### src/rtl/vga_fb_pkg.sv
// Shared types and default geometry for the frame-buffer arbiter and its users.
// Holds the image/pixel/offset widths, the {bank, offset} address struct, the
// read-pipeline tag and the grant encoding.
package vga_fb_pkg;

    localparam int unsigned IMG_W       = 320;
    localparam int unsigned IMG_H       = 240;
    localparam int unsigned SCALE_SHIFT = 1;
    localparam int unsigned PIX_W       = 4;
    localparam int unsigned OFF_W       = 17;
    localparam int unsigned COORD_W     = 10;
    localparam int unsigned ADDR_W      = OFF_W + 1;

    typedef logic [PIX_W-1:0]   pix_t;
    typedef logic [COORD_W-1:0] coord_t;
    typedef logic [OFF_W-1:0]   offset_t;

    typedef struct packed {
        logic    bank;
        offset_t offset;
    } fb_addr_t;

    typedef enum logic [1:0] {
        TAG_NONE,
        TAG_DISP,
        TAG_CONV
    } rd_tag_t;

    typedef enum logic [1:0] {
        GNT_NONE,
        GNT_DISP,
        GNT_WR,
        GNT_RD
    } grant_t;

endpackage

### src/rtl/vga_fb_arbiter_if.sv
// Bus bundle between the frame-buffer arbiter, its requesters and the BRAM.
// slave  : arbiter view (requests and mem_rdata in; grants, responses, mem_* out).
// master : requester/BRAM view (the mirror image).
interface vga_fb_arbiter_if;
    import vga_fb_pkg::*;

    logic     display_enable;
    logic     disp_req;
    coord_t   disp_x;
    coord_t   disp_y;
    pix_t     disp_pixel;
    logic     disp_valid;

    logic     conv_wr_req;
    fb_addr_t conv_wr_addr;
    pix_t     conv_wr_data;
    logic     conv_wr_ack;

    logic     conv_rd_req;
    fb_addr_t conv_rd_addr;
    logic     conv_rd_ack;
    pix_t     conv_rd_data;
    logic     conv_rd_valid;

    logic     swap_req;
    logic     swap_done;
    logic     front_sel;

    logic     mem_en;
    logic     mem_we;
    fb_addr_t mem_addr;
    pix_t     mem_wdata;
    pix_t     mem_rdata;

    modport slave (
        input  display_enable, disp_req, disp_x, disp_y,
        input  conv_wr_req, conv_wr_addr, conv_wr_data,
        input  conv_rd_req, conv_rd_addr,
        input  swap_req, mem_rdata,
        output disp_pixel, disp_valid,
        output conv_wr_ack, conv_rd_ack, conv_rd_data, conv_rd_valid,
        output swap_done, front_sel,
        output mem_en, mem_we, mem_addr, mem_wdata
    );

    modport master (
        output display_enable, disp_req, disp_x, disp_y,
        output conv_wr_req, conv_wr_addr, conv_wr_data,
        output conv_rd_req, conv_rd_addr,
        output swap_req, mem_rdata,
        input  disp_pixel, disp_valid,
        input  conv_wr_ack, conv_rd_ack, conv_rd_data, conv_rd_valid,
        input  swap_done, front_sel,
        input  mem_en, mem_we, mem_addr, mem_wdata
    );

endinterface

### src/rtl/fb_addr_map.sv
// Combinational screen (x, y) to stored-image offset mapping.
// x, y       : screen coordinates
// in_image_c : downscaled coordinate lies inside the stored image
// offset_c   : row-major offset (y >> S) * IMG_W + (x >> S); meaningless when !in_image_c
module fb_addr_map #(
    parameter int unsigned IMG_W       = vga_fb_pkg::IMG_W,
    parameter int unsigned IMG_H       = vga_fb_pkg::IMG_H,
    parameter int unsigned SCALE_SHIFT = vga_fb_pkg::SCALE_SHIFT
) (
    input  vga_fb_pkg::coord_t  x,
    input  vga_fb_pkg::coord_t  y,
    output logic                in_image_c,
    output vga_fb_pkg::offset_t offset_c
);

    localparam int unsigned OFF_W = $bits(vga_fb_pkg::offset_t);

    vga_fb_pkg::coord_t x_img;
    vga_fb_pkg::coord_t y_img;

    assign x_img = x >> SCALE_SHIFT;
    assign y_img = y >> SCALE_SHIFT;

    assign in_image_c = (32'(x_img) < IMG_W) && (32'(y_img) < IMG_H);
    // IMG_W is a constant, so the multiply folds to shift-and-add
    assign offset_c   = OFF_W'(y_img) * OFF_W'(IMG_W) + OFF_W'(x_img);

endmodule

### src/rtl/vga_fb_arbiter.sv
// Single-port frame-buffer BRAM arbiter: display fetch > conv write > conv read,
// plus front/back bank selection with swaps applied at frame start.
// clk, reset : 100 MHz clock, asynchronous active-low reset
// bus        : display fetch, conv read/write ports, swap control and BRAM port
module vga_fb_arbiter
    import vga_fb_pkg::*;
(
    input  logic           clk,
    input  logic           reset,
    vga_fb_arbiter_if.slave bus
);

    logic     in_image_c;
    offset_t  disp_off_c;
    logic     disp_hit_c;
    logic     frame_start_c;
    logic     swap_now_c;
    fb_addr_t disp_addr_c;
    grant_t   grant_c;

    logic     swap_pending;
    rd_tag_t  tag1;
    rd_tag_t  tag2;
    logic     miss1;
    logic     miss2;

    fb_addr_map #(
        .IMG_W       (IMG_W),
        .IMG_H       (IMG_H),
        .SCALE_SHIFT (SCALE_SHIFT)
    ) u_addr_map (
        .x          (bus.disp_x),
        .y          (bus.disp_y),
        .in_image_c (in_image_c),
        .offset_c   (disp_off_c)
    );

    assign disp_hit_c    = bus.disp_req && bus.display_enable && in_image_c;
    assign frame_start_c = bus.disp_req && (bus.disp_x == '0) && (bus.disp_y == '0);
    // A swap_req arriving on the frame-start cycle itself applies immediately
    assign swap_now_c    = frame_start_c && (swap_pending || bus.swap_req);
    assign disp_addr_c   = '{bank: bus.front_sel ^ swap_now_c, offset: disp_off_c};

    // Fixed-priority grant
    always_comb begin
        grant_c = GNT_NONE;
        if (disp_hit_c) begin
            grant_c = GNT_DISP;
        end else if (bus.conv_wr_req) begin
            grant_c = GNT_WR;
        end else if (bus.conv_rd_req) begin
            grant_c = GNT_RD;
        end
    end

    assign bus.conv_wr_ack  = (grant_c == GNT_WR);
    assign bus.conv_rd_ack  = (grant_c == GNT_RD);
    // Read data arrives straight from the BRAM; zeroed outside its valid pulse
    assign bus.conv_rd_data = bus.conv_rd_valid ? bus.mem_rdata : '0;

    // Issue stage: register the granted access onto the BRAM port
    always_ff @(posedge clk or negedge reset) begin
        if (!reset) begin
            bus.mem_en    <= 1'b0;
            bus.mem_we    <= 1'b0;
            bus.mem_addr  <= '0;
            bus.mem_wdata <= '0;
            tag1          <= TAG_NONE;
            miss1         <= 1'b0;
        end else begin
            bus.mem_en <= (grant_c != GNT_NONE);
            bus.mem_we <= (grant_c == GNT_WR);
            tag1       <= TAG_NONE;
            miss1      <= bus.disp_req && !disp_hit_c;
            case (grant_c)
                GNT_DISP: begin
                    bus.mem_addr <= disp_addr_c;
                    tag1         <= TAG_DISP;
                end
                GNT_WR: begin
                    bus.mem_addr  <= bus.conv_wr_addr;
                    bus.mem_wdata <= bus.conv_wr_data;
                end
                GNT_RD: begin
                    bus.mem_addr <= bus.conv_rd_addr;
                    tag1         <= TAG_CONV;
                end
                default: ;
            endcase
        end
    end

    // Return stage: route mem_rdata by tag; display misses still emit a black pixel
    always_ff @(posedge clk or negedge reset) begin
        if (!reset) begin
            tag2              <= TAG_NONE;
            miss2             <= 1'b0;
            bus.conv_rd_valid <= 1'b0;
            bus.disp_valid    <= 1'b0;
            bus.disp_pixel    <= '0;
        end else begin
            tag2              <= tag1;
            miss2             <= miss1;
            bus.conv_rd_valid <= (tag1 == TAG_CONV);
            bus.disp_valid    <= (tag2 == TAG_DISP) || miss2;
            if (tag2 == TAG_DISP) begin
                bus.disp_pixel <= bus.mem_rdata;
            end else if (miss2) begin
                bus.disp_pixel <= '0;
            end
        end
    end

    // Bank swap: repeated requests collapse into one pending toggle
    always_ff @(posedge clk or negedge reset) begin
        if (!reset) begin
            bus.front_sel <= 1'b0;
            bus.swap_done <= 1'b0;
            swap_pending  <= 1'b0;
        end else begin
            bus.swap_done <= swap_now_c;
            if (swap_now_c) begin
                bus.front_sel <= ~bus.front_sel;
                swap_pending  <= 1'b0;
            end else if (bus.swap_req) begin
                swap_pending <= 1'b1;
            end
        end
    end

endmodule
### src/flat_wrapper.sv
// flat-port wrapper written by rule: the top's interface ports become plain ports
module vga_fb_arbiter_flat import vga_fb_pkg::*;
  (clk, reset, bus_display_enable, bus_disp_req, bus_disp_x, bus_disp_y, bus_conv_wr_req, bus_conv_wr_addr, bus_conv_wr_data, bus_conv_rd_req, bus_conv_rd_addr, bus_swap_req, bus_mem_rdata, bus_disp_pixel, bus_disp_valid, bus_conv_wr_ack, bus_conv_rd_ack, bus_conv_rd_data, bus_conv_rd_valid, bus_swap_done, bus_front_sel, bus_mem_en, bus_mem_we, bus_mem_addr, bus_mem_wdata);
  vga_fb_arbiter_if bus_i ();
  input  logic clk;
  input  logic reset;
  input wire logic [$bits(bus_i.display_enable)-1:0] bus_display_enable;
  input wire logic [$bits(bus_i.disp_req)-1:0] bus_disp_req;
  input wire logic [$bits(bus_i.disp_x)-1:0] bus_disp_x;
  input wire logic [$bits(bus_i.disp_y)-1:0] bus_disp_y;
  input wire logic [$bits(bus_i.conv_wr_req)-1:0] bus_conv_wr_req;
  input wire logic [$bits(bus_i.conv_wr_addr)-1:0] bus_conv_wr_addr;
  input wire logic [$bits(bus_i.conv_wr_data)-1:0] bus_conv_wr_data;
  input wire logic [$bits(bus_i.conv_rd_req)-1:0] bus_conv_rd_req;
  input wire logic [$bits(bus_i.conv_rd_addr)-1:0] bus_conv_rd_addr;
  input wire logic [$bits(bus_i.swap_req)-1:0] bus_swap_req;
  input wire logic [$bits(bus_i.mem_rdata)-1:0] bus_mem_rdata;
  output wire logic [$bits(bus_i.disp_pixel)-1:0] bus_disp_pixel;
  output wire logic [$bits(bus_i.disp_valid)-1:0] bus_disp_valid;
  output wire logic [$bits(bus_i.conv_wr_ack)-1:0] bus_conv_wr_ack;
  output wire logic [$bits(bus_i.conv_rd_ack)-1:0] bus_conv_rd_ack;
  output wire logic [$bits(bus_i.conv_rd_data)-1:0] bus_conv_rd_data;
  output wire logic [$bits(bus_i.conv_rd_valid)-1:0] bus_conv_rd_valid;
  output wire logic [$bits(bus_i.swap_done)-1:0] bus_swap_done;
  output wire logic [$bits(bus_i.front_sel)-1:0] bus_front_sel;
  output wire logic [$bits(bus_i.mem_en)-1:0] bus_mem_en;
  output wire logic [$bits(bus_i.mem_we)-1:0] bus_mem_we;
  output wire logic [$bits(bus_i.mem_addr)-1:0] bus_mem_addr;
  output wire logic [$bits(bus_i.mem_wdata)-1:0] bus_mem_wdata;
  assign bus_i.display_enable = bus_display_enable;
  assign bus_i.disp_req = bus_disp_req;
  assign bus_i.disp_x = bus_disp_x;
  assign bus_i.disp_y = bus_disp_y;
  assign bus_i.conv_wr_req = bus_conv_wr_req;
  assign bus_i.conv_wr_addr = bus_conv_wr_addr;
  assign bus_i.conv_wr_data = bus_conv_wr_data;
  assign bus_i.conv_rd_req = bus_conv_rd_req;
  assign bus_i.conv_rd_addr = bus_conv_rd_addr;
  assign bus_i.swap_req = bus_swap_req;
  assign bus_i.mem_rdata = bus_mem_rdata;
  assign bus_disp_pixel = bus_i.disp_pixel;
  assign bus_disp_valid = bus_i.disp_valid;
  assign bus_conv_wr_ack = bus_i.conv_wr_ack;
  assign bus_conv_rd_ack = bus_i.conv_rd_ack;
  assign bus_conv_rd_data = bus_i.conv_rd_data;
  assign bus_conv_rd_valid = bus_i.conv_rd_valid;
  assign bus_swap_done = bus_i.swap_done;
  assign bus_front_sel = bus_i.front_sel;
  assign bus_mem_en = bus_i.mem_en;
  assign bus_mem_we = bus_i.mem_we;
  assign bus_mem_addr = bus_i.mem_addr;
  assign bus_mem_wdata = bus_i.mem_wdata;
  vga_fb_arbiter u_core (.clk(clk), .reset(reset), .bus(bus_i));
endmodule
### config.mk
export PLATFORM = sky130hd
export DESIGN_NAME = vga_fb_arbiter_flat
export DESIGN_NICKNAME = d
export VERILOG_FILES = /design/src/rtl/vga_fb_pkg.sv /design/src/rtl/vga_fb_arbiter_if.sv /design/src/rtl/fb_addr_map.sv /design/src/rtl/vga_fb_arbiter.sv /design/src/flat_wrapper.sv
export SDC_FILE = /design/constraint.sdc
export NUM_CORES = 1
export LEC_CHECK = 0
export CORE_AREA = 2 2 94 96
export CTS_CLUSTER_DIAMETER = 50
export DETAILED_ROUTE_END_ITERATION = 8
export DIE_AREA = 0 0 96 98
export MAX_ROUTING_LAYER = met4
export PLACE_DENSITY = 0.6
export SLEW_MARGIN = 10
export SYNTH_ARGS = -nofsm -noshare
export SYNTH_HDL_FRONTEND = slang
export SYNTH_SLANG_ARGS = --single-unit
### constraint.sdc
create_clock -name clk -period 1.63 [get_ports clk]
set_clock_uncertainty 0.15 [all_clocks]
set_input_delay 0.2445 -clock clk [delete_from_list [all_inputs] [get_ports clk]]
set_output_delay 0.2445 -clock clk [all_outputs]
set_load 0.005 [all_outputs]
==> results of run 1 <==
## worst register-to-register path: stages, from the launching register on
cell     delay [ns]
dfrtp_1        0.37
nor2_1         0.19
nor3_2         0.08
buf_4          0.13
buf_4          0.12
buf_4          0.12
buf_4          0.12
## per-layer routing
layer	vias to the layer above	GRT usage (%)	part of all wire (%)
li1	1262	-	-
met5	-	-	0
met4	0	3.19	1.1
met1	1171	22.6	46
met3	9	2.55	4.6
met2	70	28.3	49
## report_power, final
part           switching (mW)  leakage, nW  internal, mW
clock                   0.329       0.0477         0.293
combinational           0.494         1.49         0.740
sequential             0.0435        0.479          1.05
total                   0.866         2.02          2.08
## flip-flops by register name, summed over array words and instances (netlist names)
signal                    count
u_core.bus.mem_wdata          4
u_core.bus.swap_done          1
u_core.bus.disp_pixel         4
u_core.bus.mem_we             1
u_core.bus.front_sel          1
u_core.bus.mem_en             1
u_core.bus.conv_rd_valid      1
u_core.bus.disp_valid         1
u_core.miss2                  1
u_core.bus.mem_addr          18
u_core.tag2                   2
u_core.miss1                  1
u_core.swap_pending           1
u_core.tag1                   2
## per-stage QoR
step	instance area, um^2	setup TNS [ns]
after floorplan	2530	-2.83
after global placement	4070	-20.79
after detailed placement	4070	-21.40
after CTS	4480	-2.54
after global routing	4540	-3.76
final	4540	-3.02
## how the worst min path moves through the flow
stage                               endpoint  cells past startpoint           from
global placement     u_core.bus.mem_addr[17]                      2          reset
finish                u_core.bus.mem_addr[3]                      3  bus_disp_x[4]
global route          u_core.bus.mem_addr[3]                      3  bus_disp_x[4]
floorplan           u_core.bus.conv_rd_valid                      0          reset
CTS                   u_core.bus.mem_addr[6]                      4  bus_disp_x[7]
detailed placement    u_core.bus.mem_addr[1]                      2          reset
## placed cells by master, fill, tap and decap left out, types with 4 or more instances in the layout
cell | netlist | layout
xor2_1 | 8 | 8
nand3b_1 | 4 | 4
dfrtp_1 | 39 | 39
nand2_1 | 25 | 25
a21oi_1 | 14 | 12
buf_2 | 2 | 6
ha_4 | 0 | 12
nor2_1 | 24 | 24
mux2i_1 | 18 | 18
o21ai_1 | 21 | 18
nor2b_1 | 6 | 4
dlygate4sd2_1 | 0 | 9
buf_4 | 0 | 54
a211oi_1 | 6 | 5
mux2_1 | 4 | 4
inv_1 | 6 | 5
nand2b_1 | 4 | 4
clkbuf_8 | 0 | 5
buf_6 | 0 | 15
and2_1 | 7 | 6
clkdlybuf4s50_1 | 0 | 82
ha_1 | 17 | 5
## cell families (layout without fill, tap and decap cells)
| logic type | count (synthesis) | after routing |
|---|---|---|
| simple gates | 96 | 96 |
| compound gates | 55 | 55 |
| flops | 39 | 39 |
| mux | 23 | 23 |
| fa+ha+maj | 19 | 19 |
| buf+inv | 18 | 187 |
| xor+xnor | 14 | 14 |
## timing repair
item                       CTS  global route
hold buffers                 1             0
gates resized for setup    118            10
hold endpoints to repair    39             0
gates cloned                 0             0
pin swaps                   39             8
setup endpoints to repair   34            17
setup buffers               12             2
## layout make-up
type | instances | area [um^2]
multi-input cells | 207 | 1740
flip-flops and latches | 39 | 976
well taps | 108 | 135
inverters | 7 | 26.3
clock inverters | 3 | 15.0
fillers | 785 | 3930
repair buffers | 172 | 1580
clock buffers | 5 | 68.8
==> flow_metrics.env, run 1 <==
export IMPL_syn_num_nets=354
export IMPL_power_density_mw_per_mm2=650
export IMPL_crit_chain="buf_8, ha_4, ha_4, inv_2, fa_2, nor2b_2, o211ai_1, mux2i_1, and3_4, a2111o_1, o2111a_1"
export IMPL_power_mw=2.95
export IMPL_preCtsSetupSlack_ns=-1.38
export IMPL_gr_total_overflow=0
export IMPL_cts_root_buffer="clkbuf_8"
export IMPL_synthTopCellsByArea="dfrtp_1 (39%), ha_1 (8.6%), mux2i_1 (7.3%)"
export IMPL_yosys_area_top_type_share_pct=39.3
export IMPL_slowest_stage="a2111o_1"
export IMPL_grt_pass1_vias=2595
export IMPL_crit_buf_inv=2
export IMPL_antenna_found_initial=0
export IMPL_drtIter0Drc=83
export IMPL_reg2reg_from="u_core.swap_pending"
export IMPL_core_mm2=0.00847
export IMPL_h_tree_depth=2
export IMPL_maxSlewHeadroom_pct=65.5
export IMPL_ys_types=48
export IMPL_yosysMostFrequentCell="dfrtp_1"
export IMPL_status="finished with violations"
export IMPL_synth_simple_area_share_pct=19.8
export IMPL_peakVddDrop_mv=0.289
export IMPL_synth_top_area_cell="dfrtp_1"
export IMPL_synth_area_per_cell_um2=9.41
export IMPL_cp_top_family="adder cells"
export IMPL_cp_slowest_stage_delay_ns=0.38
export IMPL_synth_mux_area_share_pct=9.52
export IMPL_num_io_pins=109
export IMPL_synth_compound_area_share_pct=13.4
export IMPL_hold_path_class="in2reg"
export IMPL_period_needed_ns=2.17
export IMPL_cp_end_kind="register"
export IMPL_critPathMostFrequentCell="ha_4"
export IMPL_chipWidth_um=96
export IMPL_utilization_pct=53.6
export IMPL_slew_viol_final=0
export IMPL_grt_usage_pct=17.2
export IMPL_wl_per_cell_um=14.6
export IMPL_place_inst=518
export IMPL_r2r_end="u_core.bus.swap_done"
export IMPL_synth_xor_area_share_pct=4.94
export IMPL_fmax_ghz=0.461
export IMPL_die_h_um=98
export IMPL_cts_buffers=5
export IMPL_synth_main_ff_cell="dfrtp_1"
export IMPL_drtAntennaViolNets=0
export IMPL_drcViolationCount=0
export IMPL_worst_path_stages=11
export IMPL_grt_first_pass_wirelength_um=12500
export IMPL_worst_ep_required_time_ns=1.66
export IMPL_synth_common_cells="dfrtp_1 (39), nand2_1 (25), nor2_1 (24)"
export IMPL_ys_seq_area_share_pct=39.3
export IMPL_syn_area_mm2=0.00248
export IMPL_cap_viol_max_count=0
export IMPL_final_cell_count_no_fill=541
export IMPL_clock_sinks=39
export IMPL_cts_tree="built"
export IMPL_hold_ws_ns=0.112
export IMPL_rsz0062_at_grt="yes"
export IMPL_cp_endpoint="u_core.bus.mem_addr[16]"
export IMPL_cts_buffer_depth=2
export IMPL_final_hold_violation_count=0
export IMPL_rrSetupSlack_ns=0.26
export IMPL_path_max_fanout=4
export IMPL_synth_seq_cells=39
export IMPL_clkTransAtPathRegs_ns=0.07
export IMPL_worstSetupPathType="in2reg"
export IMPL_p_leak_nw=2.02
export IMPL_drive_gt1_share_pct=29.6
export IMPL_place_hpwl_um=5970
export IMPL_rr_worst_depth=6
export IMPL_worstSetupStartpointType="input pin"
export IMPL_viasPerCell=4.64
export IMPL_violations="setup timing"
export IMPL_setup_viol=11
export IMPL_async_flop_share_pct=100
export IMPL_tightestPinTransition_ns=0.518
export IMPL_std_cell_rows=34
export IMPL_n_antenna_cell=0
export IMPL_syn_inst=264
export IMPL_fin_ws_ns=-0.540
export IMPL_via_count=2512
export IMPL_synth_edf_count=0
export IMPL_die_area_mm2=0.00941
export IMPL_io_buffers=108
export IMPL_drt_first_pass_iters=6
export IMPL_start_util_pct=29.3
export IMPL_area_delta_synth_final_pct=82.8
export IMPL_drt_total_wl_um=7880
export IMPL_grt_max_degree=40
export IMPL_crit_arrival_ns=2.20
export IMPL_synth_top_family_by_area="simple AND/OR/NAND/NOR gates"
export IMPL_nets=522
export IMPL_gp_congestion=0.824
export IMPL_period_share_pct=133
export IMPL_synth_fa_ha_area_share_pct=10.2
export IMPL_clkLatencyLatePin_ns=0.28
export IMPL_startpoint="bus_disp_y[4]"
export IMPL_ys_warn_count=0
Power figures use the tool's default switching activity.
==> run 2: changes to the inputs <==
- CORE_AREA: 2 2 94 96 -> 2 2 84 86
- DIE_AREA: 0 0 96 98 -> 0 0 86 88
- PLACE_DENSITY: 0.6 -> 0.73
==> run 2 against run 1 <==
Net effect: largest cell class unchanged; clock-buffer cell count up 2; the run ends with DRC, setup timing left; clock power about the same; design area grew 4.1%; core utilization grew 17 points; sequential cell count did not move; first-iteration DRC count grew 20%; critical path depth is the same.
==> flow_metrics.env, run 2 (synthesis gave the netlist of run 1 again) <==
export IMPL_fmax_ghz=0.455
export IMPL_drive_gt1_share_pct=33.9
export IMPL_power_combinational_fraction_pct=44.0
export IMPL_drtAntennaViolNets=0
export IMPL_reg2reg_from="u_core.bus.mem_addr[16]"
export IMPL_r2r_end="u_core.bus.mem_addr[16]"
export IMPL_n_antenna_cell=0
export IMPL_rsz0062_at_grt="yes"
export IMPL_peakVddDrop_mv=0.298
export IMPL_hold_path_class="in2reg"
export IMPL_p_switching_uw=909
export IMPL_std_cell_rows=30
export IMPL_antenna_found_initial=0
export IMPL_p_int_mw=2.16
export IMPL_pwr_share_seq_pct=35.8
export IMPL_h_tree_depth=2
export IMPL_tightestPinTransition_ns=0.495
export IMPL_io_buffers=108
export IMPL_gr_total_overflow=0
export IMPL_worstSetupStartpointType="input pin"
export IMPL_clock_sinks=39
export IMPL_cts_buffer_depth=2
export IMPL_power_density_mw_per_mm2=649
export IMPL_cts_tree="built"
export IMPL_cap_viol_max_count=0
export IMPL_mostFrequentLayoutCell="clkdlybuf4s50_1"
export IMPL_violations="DRC, setup timing"
export IMPL_crit_chain="buf_8, ha_4, ha_4, inv_2, fa_2, nor2b_2, o211ai_1, mux2i_1, and3_4, a2111o_1, o2111a_1"
export IMPL_maxSlewHeadroom_pct=67.0
export IMPL_rr_worst_depth=4
export IMPL_period_needed_ns=2.20
export IMPL_grt_pass1_vias=2636
export IMPL_slowest_stage="a2111o_1"
export IMPL_num_io_pins=109
export IMPL_core_mm2=0.00664
export IMPL_final_hold_violation_count=0
export IMPL_place_hpwl_um=5940
export IMPL_path_max_fanout=4
export IMPL_rrSetupSlack_ns=0.36
export IMPL_via_count=2585
export IMPL_setup_viol=13
export IMPL_crit_arrival_ns=2.23
export IMPL_layout_common_cells="clkdlybuf4s50_1 (75), buf_4 (45), dfrtp_1 (39), buf_6 (26)"
export IMPL_die_area_mm2=0.00757
export IMPL_grt_first_pass_wirelength_um=12700
export IMPL_nFillCells=505
export IMPL_power_switching_share_pct=29.7
export IMPL_cts_buffers=5
export IMPL_grt_usage_pct=22.4
export IMPL_setup_tns_ns=-4.06
export IMPL_cp_end_kind="register"
export IMPL_cp_slowest_stage_delay_ns=0.38
export IMPL_fin_ws_ns=-0.569
export IMPL_cts_root_buffer="clkbuf_8"
export IMPL_worst_ep_required_time_ns=1.66
export IMPL_nets=525
export IMPL_worstSetupPathType="in2reg"
export IMPL_top_regs="u_core.bus.mem_addr: 18 flops, u_core.bus.disp_pixel: 4 flops, u_core.bus.mem_wdata: 4 flops"
export IMPL_drtIter0Drc=100
export IMPL_die_h_um=88
export IMPL_p_leak_nw=2.12
export IMPL_critPathMostFrequentCell="ha_4"
export IMPL_slew_viol_final=0
export IMPL_area_delta_synth_final_pct=90.2
export IMPL_drcViolationCount=1
export IMPL_clkLatencyLatePin_ns=0.29
export IMPL_cp_endpoint="u_core.bus.mem_addr[16]"
export IMPL_drt_first_pass_iters=6
export IMPL_viasPerCell=5.01
export IMPL_utilization_pct=71.1
export IMPL_startpoint="bus_disp_y[4]"
export IMPL_p_clk_share_pct=20.2
export IMPL_min_path_cells=3
export IMPL_grt_max_degree=40
export IMPL_regMostFlops="u_core.bus.mem_addr"
export IMPL_chipWidth_um=86
export IMPL_wl_per_cell_um=15.6
export IMPL_period_share_pct=135
export IMPL_start_util_pct=37.4
export IMPL_clkTransAtPathRegs_ns=0.07
export IMPL_gp_congestion=0.865
export IMPL_status="finished with violations"
export IMPL_drt_total_wl_um=8050
export IMPL_largest_reg_flops=18
run 2: per-layer routing:
| layer | track usage, % | vias up | part of all wire (%) |
|---|---|---|---|
| li1 | - | 1271 | - |
| met3 | 4.05 | 11 | 4.9 |
| met2 | 39.5 | 85 | 52 |
| met4 | 6.06 | 0 | 1.7 |
| met1 | 26.2 | 1218 | 41 |
| met5 | - | - | 0 |
run 2: cell type report:
class	count	area [um^2]	share of cell area (%)
timing repair buffer	175	1650	35.0
tap	80	100	2.12
clock buffer	7	76.3	1.62
inverter	7	26.3	0.556
sequential	39	976	20.7
clock inverter	1	5.00	0.106
multi-input combinational	207	1890	40.0
run 2: power by group through the flow:
stage                     clock network, mW  registers (mW)  logic [mW]
after global routing                  0.685            1.11        1.46
after CTS                             0.634            1.10        1.28
final                                 0.621            1.10        1.35
after floorplan                           0            1.11       0.444
after global placement                    0            1.11        1.05
after detailed placement                  0            1.11        1.07
run 2: what timing repair did:
action | 4_1_cts | 5_1_grt
gates resized for setup | 135 | 49
setup endpoints to repair | 34 | 20
endpoints found under the hold margin | 39 | 0
buffers inserted | 13 | 10
pin swaps | 45 | 21
hold buffers | 1 | 0
run 2: worst min path at each step:
stage,from,to,slack (ns)
floorplan,reset,u_core.bus.conv_rd_valid,-0.20
global route,bus_disp_x[5],u_core.bus.mem_addr[4],0.06
detailed placement,reset,u_core.bus.mem_addr[4],0.18
CTS,bus_disp_y[4],u_core.bus.swap_done,0.18
finish,bus_disp_x[5],u_core.bus.mem_addr[4],0.08
global placement,reset,u_core.bus.mem_addr[4],0.17
run 2: worst max-delay path, delay by kind of cell:
family	cells	cell delay (ns)
adders and majority gates	3	0.74
AOI/OAI and AO/OA	3	0.63
and+or+nand+nor	2	0.32
buffers and inverters	2	0.14
muxes	1	0.14
run 2: per-stage QoR:
| step | power (mW) | cell area (um^2) | setup slack [ns] | std cells | hold WS (ns) |
|---|---|---|---|---|---|
| finish | 3.07 | 4720 | -0.569 | 516 | 0.0761 |
| global route | 3.25 | 4720 | -0.653 | 516 | 0.0590 |
| CTS | 3.01 | 4580 | -0.550 | 513 | 0.180 |
| detailed placement | 2.19 | 4040 | -1.37 | 491 | 0.177 |
| global placement | 2.16 | 4040 | -1.30 | 491 | 0.173 |
| floorplan | 1.56 | 2530 | -0.824 | 264 | -0.201 |
